### config.mk
export PLATFORM = sky130hd
export DESIGN_NAME = uart_rx_os16
export DESIGN_NICKNAME = d
export VERILOG_FILES = /design/src/rtl/uart_rx_os16.sv
export SDC_FILE = /design/constraint.sdc
export NUM_CORES = 1
export LEC_CHECK = 0
export ABC_AREA = 1
export CORE_UTILIZATION = 35
export DETAILED_ROUTE_END_ITERATION = 8
export HOLD_SLACK_MARGIN = 0.06
export PLACE_DENSITY_LB_ADDON = 0.15
export SETUP_SLACK_MARGIN = 0.5
export SLEW_MARGIN = 30
export SYNTH_ARGS = -nofsm -noshare
export SYNTH_HDL_FRONTEND = slang
export SYNTH_SLANG_ARGS = --single-unit
export TNS_END_PERCENT = 100
### constraint.sdc
create_clock -name clk -period 4.2 [get_ports clk]
set_clock_uncertainty 0.1 [all_clocks]
set_input_delay 0.63 -clock clk [delete_from_list [all_inputs] [get_ports clk]]
set_output_delay 0.63 -clock clk [all_outputs]
set_load 0.05 [all_outputs]
### src/rtl/uart_rx_os16.sv
// uart_rx_os16 -- UART receiver with 16x oversampling and 3-sample majority voting.
// Default build receives 8N1 frames (LSB first, idle-high line).
// Define UART_RX_PARITY_EN to receive 8E1 frames and drive parity_err.
// Sample k of a bit is the tick that advances scnt to k. The bit value is
// the majority of samples 7, 8 and 9, resolved on the sample-9 tick.

module uart_rx_os16 #(
    parameter int CLK_FREQ = 12000000,
    parameter int BAUD     = 9600
) (
    input  logic       clk,
    input  logic       rst,
    input  logic       rx,
    output logic [7:0] data,
    output logic       data_valid,
    output logic       frame_err,
    output logic       parity_err,
    output logic       busy
);

    localparam int DIV_RAW = CLK_FREQ / (BAUD * 16);
    localparam int DIV     = (DIV_RAW < 2) ? 2 : DIV_RAW;
    localparam int DCW     = $clog2(DIV);
    localparam logic [DCW-1:0] DIV_LAST = DCW'(DIV - 1);

`ifdef UART_RX_PARITY_EN
    typedef enum logic [2:0] {S_IDLE, S_START, S_DATA, S_PARITY, S_STOP, S_BREAK} state_e;
`else
    typedef enum logic [2:0] {S_IDLE, S_START, S_DATA, S_STOP, S_BREAK} state_e;
`endif

    state_e state_q, state_d;

    // input synchronizer and its post-reset fill tracker
    logic       rx_s1_q, rx_s1_d;
    logic       rx_s2_q, rx_s2_d;
    logic [1:0] sync_vld_q, sync_vld_d;
    logic       armed_q, armed_d;

    // oversampling timebase
    logic [DCW-1:0] div_cnt_q, div_cnt_d;
    logic [3:0]     scnt_q, scnt_d;
    logic [3:0]     scnt_nxt;
    logic           tick;
    logic           s9;
    logic           wrap;

    // sample capture and frame assembly
    logic       smp7_q, smp7_d;
    logic       smp8_q, smp8_d;
    logic       maj;
    logic       start_det;
    logic [7:0] shreg_q, shreg_d;
    logic [2:0] bcnt_q, bcnt_d;

    // registered outputs
    logic [7:0] data_q, data_d;
    logic       data_valid_q, data_valid_d;
    logic       frame_err_q, frame_err_d;
`ifdef UART_RX_PARITY_EN
    logic       par_bad_q, par_bad_d;
    logic       parity_err_q, parity_err_d;
`endif

    // Front end: synchronizer shift, timebase decode, majority vote, start detection.
    // The start detector is armed only after the synchronizer has carried a real
    // high level since reset, so a line already low when reset releases (a frame
    // in progress) is not mistaken for a start edge.
    always_comb begin
        rx_s1_d    = rx;
        rx_s2_d    = rx_s1_q;
        sync_vld_d = {sync_vld_q[0], 1'b1};
        armed_d    = armed_q | (sync_vld_q[1] & rx_s2_q);
        tick       = (div_cnt_q == DIV_LAST);
        scnt_nxt   = scnt_q + 4'd1;
        s9         = tick && (scnt_nxt == 4'd9);
        wrap       = tick && (scnt_q == 4'd15);
        maj        = (smp7_q & smp8_q) | (smp7_q & rx_s2_q) | (smp8_q & rx_s2_q);
        start_det  = (state_q == S_IDLE) && armed_q && !rx_s2_q;
    end

    // State register.
    always_ff @(posedge clk) begin
        if (rst) state_q <= S_IDLE;
        else     state_q <= state_d;
    end

    // Next-state logic; stop handling returns to IDLE mid-stop to catch back-to-back frames.
    always_comb begin
        state_d = state_q;
        case (state_q)
            S_IDLE: begin
                if (start_det) state_d = S_START;
            end
            S_START: begin
                if (s9 && maj) state_d = S_IDLE;
                else if (wrap) state_d = S_DATA;
            end
            S_DATA: begin
                if (wrap && (bcnt_q == 3'd7)) begin
`ifdef UART_RX_PARITY_EN
                    state_d = S_PARITY;
`else
                    state_d = S_STOP;
`endif
                end
            end
`ifdef UART_RX_PARITY_EN
            S_PARITY: begin
                if (wrap) state_d = S_STOP;
            end
`endif
            S_STOP: begin
                if (s9) state_d = maj ? S_IDLE : S_BREAK;
            end
            S_BREAK: begin
                if (rx_s2_q) state_d = S_IDLE;
            end
            default: state_d = S_IDLE;
        endcase
    end

    // Output and datapath logic: counters, sample capture, shifting, strobes.
    always_comb begin
        div_cnt_d    = tick ? '0 : div_cnt_q + DCW'(1);
        scnt_d       = tick ? scnt_nxt : scnt_q;
        smp7_d       = (tick && scnt_nxt == 4'd7) ? rx_s2_q : smp7_q;
        smp8_d       = (tick && scnt_nxt == 4'd8) ? rx_s2_q : smp8_q;
        shreg_d      = shreg_q;
        bcnt_d       = bcnt_q;
        data_d       = data_q;
        data_valid_d = 1'b0;
        frame_err_d  = 1'b0;
`ifdef UART_RX_PARITY_EN
        par_bad_d    = par_bad_q;
        parity_err_d = 1'b0;
`endif
        // realign the bit phase to the detected falling edge
        if (start_det) begin
            div_cnt_d = '0;
            scnt_d    = 4'd0;
            bcnt_d    = 3'd0;
`ifdef UART_RX_PARITY_EN
            par_bad_d = 1'b0;
`endif
        end
        case (state_q)
            S_DATA: begin
                if (s9)   shreg_d = {maj, shreg_q[7:1]};
                if (wrap) bcnt_d  = bcnt_q + 3'd1;
            end
`ifdef UART_RX_PARITY_EN
            S_PARITY: begin
                // even parity: received bit must equal the XOR of the data bits
                if (s9) par_bad_d = maj ^ (^shreg_q);
            end
`endif
            S_STOP: begin
                if (s9) begin
                    if (maj) begin
                        data_d       = shreg_q;
                        data_valid_d = 1'b1;
`ifdef UART_RX_PARITY_EN
                        parity_err_d = par_bad_q;
`endif
                    end else begin
                        frame_err_d  = 1'b1;
                    end
                end
            end
            default: ;
        endcase
    end

    // Datapath registers; synchronizer flops idle high out of reset.
    always_ff @(posedge clk) begin
        if (rst) begin
            rx_s1_q      <= 1'b1;
            rx_s2_q      <= 1'b1;
            sync_vld_q   <= 2'b00;
            armed_q      <= 1'b0;
            div_cnt_q    <= '0;
            scnt_q       <= 4'd0;
            smp7_q       <= 1'b1;
            smp8_q       <= 1'b1;
            shreg_q      <= 8'h00;
            bcnt_q       <= 3'd0;
            data_q       <= 8'h00;
            data_valid_q <= 1'b0;
            frame_err_q  <= 1'b0;
`ifdef UART_RX_PARITY_EN
            par_bad_q    <= 1'b0;
            parity_err_q <= 1'b0;
`endif
        end else begin
            rx_s1_q      <= rx_s1_d;
            rx_s2_q      <= rx_s2_d;
            sync_vld_q   <= sync_vld_d;
            armed_q      <= armed_d;
            div_cnt_q    <= div_cnt_d;
            scnt_q       <= scnt_d;
            smp7_q       <= smp7_d;
            smp8_q       <= smp8_d;
            shreg_q      <= shreg_d;
            bcnt_q       <= bcnt_d;
            data_q       <= data_d;
            data_valid_q <= data_valid_d;
            frame_err_q  <= frame_err_d;
`ifdef UART_RX_PARITY_EN
            par_bad_q    <= par_bad_d;
            parity_err_q <= parity_err_d;
`endif
        end
    end

    assign data       = data_q;
    assign data_valid = data_valid_q;
    assign frame_err  = frame_err_q;
    assign busy       = (state_q != S_IDLE);
`ifdef UART_RX_PARITY_EN
    assign parity_err = parity_err_q;
`else
    assign parity_err = 1'b0;
`endif

endmodule
Word-level counts from Yosys, hierarchy flattened
Index checks and enable logic that the tools add are counted.
- bits in registers: 42
- input port bits: 3
- output and inout port bits: 12
- $add $sub $neg: 3
- equal/unequal tests: 15
- muxes and demuxes: 14
- bitwise gates (word level): 9
- reduce and logical (&&, ||, !) cells: 17
- operator list (cell ; number):
    3-bit two-way mux ; 10
    3-bit case mux with 5 select lines ; 1
    4-bit equality test (second input constant) ; 3
    1-bit logical AND ; 8
    2-bit inequality test (second input constant) ; 4
    7-bit by 1-bit adder with 7-bit output (second input constant) ; 1
    7-bit equality test (second input constant) ; 1
    3-bit by 2-bit equality test with 1-bit output (second input constant) ; 2
    3-bit equality test (second input constant) ; 2
    3-bit OR reduction ; 2
    5-bit AND reduction ; 1
    4-bit by 1-bit adder with 4-bit output (second input constant) ; 1
    1-bit bitwise AND ; 4
    4-bit by 3-bit equality test with 1-bit output (second input constant) ; 1
    3-bit by 1-bit adder with 3-bit output (second input constant) ; 1
    3-bit by 1-bit equality test with 1-bit output (second input constant) ; 1
    3-bit logical NOT ; 1
    1-bit two-way mux ; 3
    3-bit inequality test (second input constant) ; 1
    1-bit OR ; 3
    3-bit AND reduction ; 1
    3-bit nonzero test ; 1
    1-bit NOT ; 2
    2-bit AND reduction ; 1
    2 further kinds ; 2

Depth between registers and ports, before layout
Gate-level depths: netlist of run 1.
- depth in word-level cells: 6
- gate-level depth with buffers: 11

Least setup slack after synthesis of run 1
Ideal clock, no wire load.
- path kind: reg2reg
- from: register state_q[2]
- to: register state_q[1]
- setup time: 0.115 ns
- arrival: 1.431 ns
- setup slack: 2.554 ns
- stages on the path, launching flop included: 9
- path buffers: 0
- clock period less this slack: 1.646 ns
- path through: dfxtp_1 > nor2_2 > nand2_1 > a21oi_1 > nor2_1 > nand2_1 > nor2_2 > a21oi_1 > nor2_1
- word-level cells in the longest chain between the ends: 5
- RTL lines (what ; line ; text):
    start, declared ; 32 ; state_e state_q, state_d;
    start signal, assigned ; 85 ; else state_q <= state_d;
    3-bit logical NOT ; 79, 91 ;
    1-bit logical AND (2 in series) ; 79 ; start_det = (state_q == S_IDLE) && armed_q && !rx_s2_q;
    2-bit inequality test (no line) ; - ;
    5-bit AND reduction (no line) ; - ;
Several ways; a longest one is shown, not always the timed one.
A chain may end at the register's enable or synchronous reset.

Worst setup path after layout of run 1
- from: register state_q[1]
- to: output busy
- word-level cells in the longest chain between the ends: 1
- RTL lines (what ; line ; text):
    3-bit nonzero test ; 219 ; assign busy = (state_q != S_IDLE);
    end, declared ; 18 ; output logic busy
Every way passes these cells.

==> summary.md, run 1 <==
| Metric | Value |
|---|---|
| Cell variety after synth | `33` |
| Drt drc | `0` |
| Total number of vias | `1442` |
| Peak VDD IR | `337 uV` |
| Initial drt markers | `53` |
| Vias in the first global route | `1268` |
| Adder-cell area share of the yosys netlist | `0.0529` |
| Status | `finished, final reports clean` |
| Mapped Avg Cell Area | `8.02 um^2` |
| # port buffers | `13` |
| DPL Wire Length | `2480 um` |
| Drt wl/cell | `10.8 um` |
| EDFF count, synth | `0` |
| Reg-to-reg startpoint | `scnt_q[1]$_SDFFE_PP0P_` |
| Sw frac | `0.309` |
| Hold_buf cts | `0` |
| Sequential cell area fraction in the yosys report | `0.444` |
| RSZ-0062 raised after global routing | `no` |
| Int Power | `658 uW` |
| Complex-gate fraction of the synthesized area | `0.134` |
| Rel. slew slack | `0.650` |
| Top_reg_cell synth | `dfxtp_1` |
| Post-Place Cells | `314` |
| Die Ht | `75.5 um` |
| Synth Cell Area | `1890 um^2` |
| Horiz. Die Dim | `75.5 um` |
| Antenna violations before repair | `0` |
| Proportion of synthesized area in mux cells | `0` |
| Main combinational cell family by area after synthesis | `simple AND/OR/NAND/NOR gates` |
| Setup TNS | `0 ns` |
| Startpoint types | `register` |
| Fin nets | `262` |
| # IOs | `15` |
| Peak per-stage delay on the critical path | `0.80 ns` |
| Worst EP required | `3.47 ns` |
| CTS tree | `yes` |
| Wire length on met3 | `138 um` |
| Crit Path Class | `register to primary output` |
| Min cycle time layout | `2.40 ns` |
| Core footprint | `5170 um^2` |
| Clock slew seen by the registers of the worst setup and hold paths | `0.08 ns` |
| H-tree levels | `2` |
| GRT Overall Usage | `0.137` |
| Post-Synth Simple-Gate Area | `0.267` |
| Post-layout util | `0.423` |
| Drt first pass iters | `5` |
| Number of buffers and inverters on the critical path | `2` |
| Tcrit/Tclk final | `0.572` |
| Layout Area Growth over Synthesis | `15.7%` |
| Via density | `4.48` |
| Synth Area in XOR/XNOR | `0.0185` |
| Delay-heaviest family, CP | `buffers and inverters` |
| Critical Path End | `busy` |
| Share of synthesized registers carrying an async set or reset | `0` |
| Reg2reg setup slack | `2.35 ns` |
| Die area | `5700 um^2` |
| Resize count post-CTS | `0` |
| HP Start | `sync_vld_q[0]$_DFF_P_` |
| Crit Path Max Fanout | `4` |
| Routed length on met2 | `1470 um` |
| Instance count on the critical path | `3` |
| Power density cells | `435 nW/um^2` |
| Max-slew violations | `0` |
| Endpoint class of the critical path | `primary output` |
| Row count | `26` |
| Top sig layer | `met4` |
| Overflow after GRT | `0` |
| Diodes inserted | `0` |
| Most common cell after layout, fill and taps aside | `dfxtp_1` |
| Syn nets | `247` |
| Pin count of the biggest net entering global routing | `21` |
| Cts bufs inserted | `5` |
| Worst Hold Class | `register to register` |
| Worst-path cell chain | `inv_2 > nand2_1 > clkdlybuf4s50_1` |
| Setup violations, final | `0` |
| CTS Buffer Depth | `2` |
| Clock Root Buffer | `clkbuf_8` |
| First-pass GRT wire length | `5770 um` |
| Cells on worst reg2reg path | `10` |
| Crit path arrival time | `1.67 ns` |
| Fmax | `416 MHz` |
| Post-synthesis register bit count | `42` |
| Clk pwr share | `0.335` |
| Final Power | `952 uW` |
| Initial Util | `0.366` |
| Most frequent cells in the layout | `dfxtp_1, nor2_1, inv_1, nand2_1, a21oi_1` |
| Worst Setup SP | `state_q[1]$_SDFFE_PP0P_` |
| Share of cells above drive strength 1 | `0.147` |
| Routed Antenna Nets | `0` |
| GPL Wtd Cong | `0.747` |
| Clk_lat worst skew | `0.30 ns` |
| Endpoints failing hold | `0` |
| Max-Cap Viols | `0` |
| Final WL | `3470 um` |
| Clock Sink Count | `42` |
| Combinational power share | `0.210` |
| Slew @ Worst Pin | `0.523 ns` |
| Crit-path slowest cell | `clkdlybuf4s50_1` |
| Non-Filler Instances | `322` |
| Sequential Power Share | `0.456` |
| Syn. warnings | `0` |
| Net Switching | `294 uW` |
| RR Endpoint | `state_q[0]$_SDFFE_PP0P_` |
| Synthesized netlist cell count | `236` |
| Post-Route M1 WL | `1810 um` |
| Post-CTS Setup Bufs | `0` |
| Leakage | `0.831 nW` |
power by group through the flow:
| stage | Clock, mW | Sequential, mW | Combinational (mW) |
|---|---|---|---|
| floorplan | 0 | 0.440 | 0.158 |
| global placement | 0 | 0.443 | 0.201 |
| detailed placement | 0 | 0.443 | 0.199 |
| CTS | 0.329 | 0.434 | 0.200 |
| global route | 0.344 | 0.436 | 0.221 |
| finish | 0.318 | 0.434 | 0.200 |
routing by layer:
layer  global-route usage  vias up
li1                     -      792
met1                0.182      618
met2                0.208       25
met3               0.0397        7
met4               0.0556        0
met5                    0        -
cell type report:
class | instances | area (um^2)
flip-flops and latches | 42 | 841
clock inverters | 2 | 37.5
well taps | 70 | 87.6
clock buffers | 6 | 72.6
inverters | 33 | 124
fillers | 545 | 2980
multi-input cells | 156 | 896
repair buffers | 13 | 130
registers in the layout, indices dropped and copies added (netlist names), 2 cells and up:
| register | count |
|---|---|
| sync_vld_q | 2 |
| shreg_q | 8 |
| state_q | 3 |
| scnt_q | 4 |
| div_cnt_q | 7 |
| bcnt_q | 3 |
| data | 8 |
cell families after synthesis:
| group | after synthesis |
|---|---|
| AO/OA/AOI/OAI | 44 |
| XOR/XNOR | 4 |
| adder cells (fa/ha/maj) | 8 |
| buffers and inverters | 38 |
| flip-flops | 42 |
| other | 1 |
| AND/OR/NAND/NOR | 99 |
cells in the mapped netlist (3+ instances only):
master / number / area (um^2)
a21oi_1: 18 / 90.1
dfxtp_1: 42 / 841
ha_1: 8 / 100
inv_1: 28 / 105
inv_2: 5 / 18.8
nand2_1: 22 / 82.6
nand2_2: 3 / 18.8
nand3_1: 8 / 40.0
nand3_2: 3 / 30.0
nand4_1: 5 / 31.3
nor2_1: 35 / 131
nor2_2: 5 / 31.3
nor2_4: 4 / 45.0
nor3_1: 8 / 40.0
o21ai_0: 16 / 80.1
o21ai_2: 3 / 26.3
xor2_1: 4 / 35.0
worst min path at each step:
stage                                     to  slack (ns)  cells past startpoint
CTS                 sync_vld_q[1]$_SDFF_PP0_        0.31                      2
global route        sync_vld_q[1]$_SDFF_PP0_        0.33                      2
finish              sync_vld_q[1]$_SDFF_PP0_        0.32                      2
floorplan           sync_vld_q[1]$_SDFF_PP0_        0.29                      2
detailed placement  sync_vld_q[1]$_SDFF_PP0_        0.30                      2
global placement          rx_s2_q$_SDFF_PP1_        0.31                      1
through the flow:
step           instance area (um^2)  setup slack, ns  hold WS (ns)
6_report                       2190             1.80         0.316
5_1_grt                        2190             1.60         0.333
4_1_cts                        2190             1.79         0.311
3_5_place_dp                   2080             1.51         0.300
3_3_place_gp                   2080             1.54         0.308
2_1_floorplan                  1890             2.55         0.288
worst register-to-register path, delay by kind of cell, from the launching register on:
family,cells,cell delay [ns]
and+or+nand+nor,7,0.83
buffers and inverters,1,0.05
AOI/OAI and AO/OA,1,0.12
DFF,1,0.43
adders and majority gates,1,0.21
No activity file was read; power rests on OpenSTA's default activity.
==> run 2: changes to the inputs <==
==> constraint.sdc (replaced) <==
create_clock -name clk -period 2.5 [get_ports clk]
set_clock_uncertainty 0.1 [all_clocks]
set_input_delay 0.375 -clock clk [delete_from_list [all_inputs] [get_ports clk]]
set_output_delay 0.375 -clock clk [all_outputs]
set_load 0.05 [all_outputs]
==> summary.md, run 2 (same netlist as run 1, synthesis figures left out) <==
| Metric | Value |
|---|---|
| Worst Hold Class | `register to register` |
| DPL Wire Length | `2520 um` |
| Via density | `4.60` |
| Drt wl/cell | `10.6 um` |
| Drt drc | `0` |
| Diodes inserted | `0` |
| Worst EP required | `2.03 ns` |
| Fmax | `527 MHz` |
| Post-CTS Setup Bufs | `0` |
| Die area | `5700 um^2` |
| Layout Area Growth over Synthesis | `16.5%` |
| Hold_buf cts | `0` |
| Leakage | `0.849 nW` |
| Clock Sink Count | `42` |
| CTS tree | `yes` |
| Tcrit/Tclk final | `0.759` |
| Initial Util | `0.366` |
| Non-Filler Instances | `323` |
| Endpoint class of the critical path | `primary output` |
| H-tree levels | `2` |
| GRT Overall Usage | `0.144` |
| Horiz. Die Dim | `75.5 um` |
| Total number of vias | `1487` |
| Final WL | `3430 um` |
| Crit Path Class | `register to primary output` |
| Clock slew seen by the registers of the worst setup and hold paths | `0.08 ns` |
| Overflow after GRT | `0` |
| Number of buffers and inverters on the critical path | `1` |
| Share of cells above drive strength 1 | `0.154` |
| RSZ-0062 raised after global routing | `no` |
| Startpoint types | `register` |
| Drt first pass iters | `4` |
| Crit Path Max Fanout | `2` |
| Worst-path cell chain | `clkdlybuf4s50_1` |
| # IOs | `15` |
| Status | `finished, final reports clean` |
| Power density cells | `725 nW/um^2` |
| Min cycle time layout | `1.90 ns` |
| Initial drt markers | `55` |
| First-pass GRT wire length | `6060 um` |
| Pin count of the biggest net entering global routing | `19` |
| Delay-heaviest family, CP | `buffers and inverters` |
| Fillers | `538` |
| Antenna violations before repair | `0` |
| # port buffers | `13` |
| Most common cell after layout, fill and taps aside | `dfxtp_1` |
| Post-Place Cells | `316` |
| Die Ht | `75.5 um` |
| Fin nets | `264` |
| Clock Root Buffer | `clkbuf_8` |
| Peak VDD IR | `503 uV` |
| Max-slew violations | `0` |
| Setup TNS | `0 ns` |
| Cts bufs inserted | `5` |
| GPL Wtd Cong | `0.808` |
| Peak per-stage delay on the critical path | `0.80 ns` |
| Routed Antenna Nets | `0` |
| Endpoints failing hold | `0` |
| Setup violations, final | `0` |
| Vias in the first global route | `1346` |
| CTS Buffer Depth | `2` |
| Max-Cap Viols | `0` |
| Crit path arrival time | `1.42 ns` |
| Clk_lat worst skew | `0.29 ns` |
| Crit-path slowest cell | `clkdlybuf4s50_1` |
| Core footprint | `5170 um^2` |
| Most frequent cells in the layout | `dfxtp_1, nor2_1, inv_1, nand2_1, a21oi_1` |
| Row count | `26` |
run 2: cell type report:
| cell class | instances | area (um^2) | area share |
|---|---|---|---|
| clock inverters | 1 | 30.0 | 0.0136 |
| clock buffers | 6 | 82.6 | 0.0375 |
| inverters | 33 | 124 | 0.0562 |
| multi-input cells | 156 | 896 | 0.406 |
| well taps | 70 | 87.6 | 0.0397 |
| repair buffers | 15 | 144 | 0.0653 |
| flip-flops and latches | 42 | 841 | 0.381 |
run 2: through the flow:
step           hold slack (ns)  power [mW]  setup slack, ns  utilization  area, um^2
3_5_place_dp             0.306        1.08            0.679        0.405        2090
6_report                 0.320        1.60            0.602        0.426        2200
3_3_place_gp             0.290        1.08            0.698        0.405        2090
5_1_grt                  0.346        1.70            0.514        0.426        2200
2_1_floorplan            0.288        1.00            0.854            -        1890
4_1_cts                  0.324        1.62            0.575        0.426        2200
run 2: path summary, 6_finish.rpt:
| kind | start | end | slack, ns | cells after the start |
|---|---|---|---|---|
| setup / recovery | data[2]$_SDFFE_PP0P_ | data[2] | 0.60 | 1 |
| hold / removal | sync_vld_q[0]$_DFF_P_ | sync_vld_q[1]$_SDFF_PP0_ | 0.32 | 2 |
| setup reg to reg | scnt_q[0]$_SDFFE_PP0P_ | state_q[0]$_SDFFE_PP0P_ | 0.73 | 10 |
| hold reg to reg | sync_vld_q[0]$_DFF_P_ | sync_vld_q[1]$_SDFF_PP0_ | 0.32 | 2 |
run 2: what timing repair did:
action	4_1_cts	5_1_grt
setup endpoints to repair	1	0
resized for setup	1	0
endpoints found under the hold margin	0	0
run 2: where the power goes:
part	internal [mW]	switching [mW]	total, mW
combinational	0.100	0.228	0.328
clock	0.319	0.224	0.544
sequential	0.699	0.0284	0.728
run 2: layer usage:
layer,track usage,routed length (um),up-vias
met5,0,0,-
met4,0.0679,70,0
met3,0.0397,141,8
met2,0.225,1500,30
met1,0.184,1720,651
li1,-,-,798
==> run 3: changes to the inputs <==
==> constraint.sdc (replaced) <==
create_clock -name clk -period 1.95 [get_ports clk]
set_clock_uncertainty 0.1 [all_clocks]
set_input_delay 0.2925 -clock clk [delete_from_list [all_inputs] [get_ports clk]]
set_output_delay 0.2925 -clock clk [all_outputs]
set_load 0.05 [all_outputs]
==> summary.md, run 3 (same netlist as run 1, synthesis figures left out) <==
| Metric | Value |
|---|---|
| Number of buffers and inverters on the critical path | `1` |
| Antenna violations before repair | `0` |
| Die area | `5700 um^2` |
| Delay-heaviest family, CP | `simple AND/OR/NAND/NOR gates` |
| Horiz. Die Dim | `75.5 um` |
| Crit Path Class | `register to register` |
| Setup TNS | `0 ns` |
| Share of cells above drive strength 1 | `0.407` |
| Clk_lat worst skew | `0.30 ns` |
| Worst-path cell chain | `ha_4 > nand2_4 > nand2_2 > nand3_2 > nor2_4 > buf_4 > nand3_4 > o21ai_2 > a21oi_2` |
| Vias in the first global route | `1537` |
| Worst Hold Class | `register to register` |
| Footprint of the multi-input gates | `1110 um^2` |
| # port buffers | `13` |
| Initial drt markers | `103` |
| Via density | `4.74` |
| Crit-path slowest cell | `dfxtp_4` |
| Worst Slack Setup Final | `0.262 ns` |
| Worst EP required | `2.04 ns` |
| Non-Filler Instances | `343` |
| First-pass GRT wire length | `6850 um` |
| Routed Antenna Nets | `0` |
| Layout Area Growth over Synthesis | `36.2%` |
| Hold_buf cts | `0` |
| Final WL | `4120 um` |
| Clk pwr share | `0.277` |
| Clock Sink Count | `42` |
| Fin nets | `283` |
| Reg-to-reg startpoint | `scnt_q[1]$_SDFFE_PP0P_` |
| Leakage | `1.01 nW` |
| Combinational power share | `0.269` |
| Post-Place Worst Slack | `0.243 ns` |
| Fillers | `484` |
| RR Endpoint | `data[7]$_SDFFE_PP0P_` |
| Post-Place Cells | `316` |
| CTS Buffer Depth | `2` |
| Startpoint types | `register` |
| Clock Root Buffer | `clkbuf_8` |
| Row count | `26` |
| Final Power | `2.10 mW` |
| GRT Overall Usage | `0.162` |
| Crit Path Max Fanout | `8` |
| H-tree levels | `2` |
| Post-layout util | `0.498` |
| Power density cells | `814 nW/um^2` |
| Sequential Power Share | `0.454` |
| DPL Wire Length | `2580 um` |
| Min cycle time layout | `1.69 ns` |
| Fmax | `593 MHz` |
| # IOs | `15` |
| Total number of vias | `1627` |
| Die Ht | `75.5 um` |
| Crit path arrival time | `1.78 ns` |
| Sequential cell area | `856 um^2` |
| CTS tree | `yes` |
| Endpoint class of the critical path | `register` |
| Sw frac | `0.335` |
| Setup violations, final | `0` |
| Cts bufs inserted | `5` |
| Core footprint | `5170 um^2` |
| Drt wl/cell | `12.0 um` |
| Critical Path End | `data[7]$_SDFFE_PP0P_` |
| Initial Util | `0.366` |
| Endpoints failing hold | `0` |
| Peak VDD IR | `603 uV` |
| RSZ-0062 raised after global routing | `yes` |
| Overflow after GRT | `0` |
| Tcrit/Tclk final | `0.865` |
| Pin count of the biggest net entering global routing | `19` |
| Max-slew violations | `0` |
| Status | `finished, final reports clean` |
| Reg2reg setup slack | `0.26 ns` |
| Int Power | `1.39 mW` |
| Most frequent cells in the layout | `nor2_1, dfxtp_1, inv_1` |
| Worst Setup SP | `scnt_q[1]$_SDFFE_PP0P_` |
| Peak per-stage delay on the critical path | `0.39 ns` |
| GPL Wtd Cong | `0.799` |
| Diodes inserted | `0` |
| Net Switching | `701 uW` |
| Cells on worst reg2reg path | `9` |
| Drt drc | `0` |
| Instance count on the critical path | `9` |
| Clock slew seen by the registers of the worst setup and hold paths | `0.08 ns` |
| Max-Cap Viols | `0` |
| Drt first pass iters | `4` |
## run 3: changes by cell type in the layout (fill, tap and decap cells not counted), sizes merged
cell | previous run | this run
buf | 2 | 21
nand3 | 12 | 13
clkbuf | 6 | 8
clkinv | 0 | 1
clkdlybuf4s18 | 0 | 2
clkdlybuf4s15 | 0 | 7
dlygate4sd2 | 1 | 0
clkdlybuf4s50 | 12 | 2
bufinv | 1 | 0
## run 3: power by group through the flow
stage          combinational, mW  sequential [mW]  clock (mW)
6_report                   0.565            0.951       0.581
5_1_grt                    0.627            0.957       0.643
4_1_cts                    0.509            0.952       0.602
3_5_place_dp               0.453            0.956           0
3_3_place_gp               0.459            0.955           0
2_1_floorplan              0.367            0.947           0
## run 3: final cells by class
| cell class | instances | share of cell area |
|---|---|---|
| tap | 70 | 0.0340 |
| clock inverter | 1 | 0.00194 |
| timing repair buffer | 33 | 0.119 |
| clock buffer | 7 | 0.0335 |
| inverter | 33 | 0.0491 |
| multi-input combinational | 157 | 0.430 |
| sequential | 42 | 0.332 |
## run 3: routing by layer
metal / wire, um / track usage / vias up / share of wire
met5: 0 / 0 / - / 0
met4: 64 / 0.0617 / 0 / 0.016
met3: 132 / 0.0357 / 12 / 0.032
met2: 1940 / 0.276 / 30 / 0.47
met1: 1980 / 0.200 / 745 / 0.48
li1: - / - / 840 / -
## run 3: through the flow
stage          hold slack [ns]  instance area (um^2)
2_1_floorplan            0.271                  1930
3_3_place_gp             0.295                  2130
3_5_place_dp             0.302                  2130
4_1_cts                  0.314                  2460
5_1_grt                  0.346                  2580
6_report                 0.309                  2580
## run 3: repair_timing
item | 4_1_cts | 5_1_grt
gates resized for setup | 68 | 34
setup endpoints to repair | 45 | 36
buffers inserted | 13 | 5
cloned | 1 | 0
endpoints found under the hold margin | 0 | 0
pin swaps | 17 | 16
## run 3: worst min-delay path: stages, from the launching register on
cell	delay (ns)
dfxtp_1	0.30
inv_1	0.04
nor2_1	0.03
## run 3: worst min path at each step
stage / end / cells after the start / startpoint
finish: sync_vld_q[1]$_SDFF_PP0_ / 2 / sync_vld_q[0]$_DFF_P_
global route: rx_s2_q$_SDFF_PP1_ / 1 / rx_s1_q$_SDFF_PP1_
CTS: sync_vld_q[1]$_SDFF_PP0_ / 2 / sync_vld_q[0]$_DFF_P_
detailed placement: sync_vld_q[1]$_SDFF_PP0_ / 2 / sync_vld_q[0]$_DFF_P_
global placement: sync_vld_q[1]$_SDFF_PP0_ / 2 / sync_vld_q[0]$_DFF_P_
floorplan: frame_err$_SDFF_PP0_ / 1 / rst
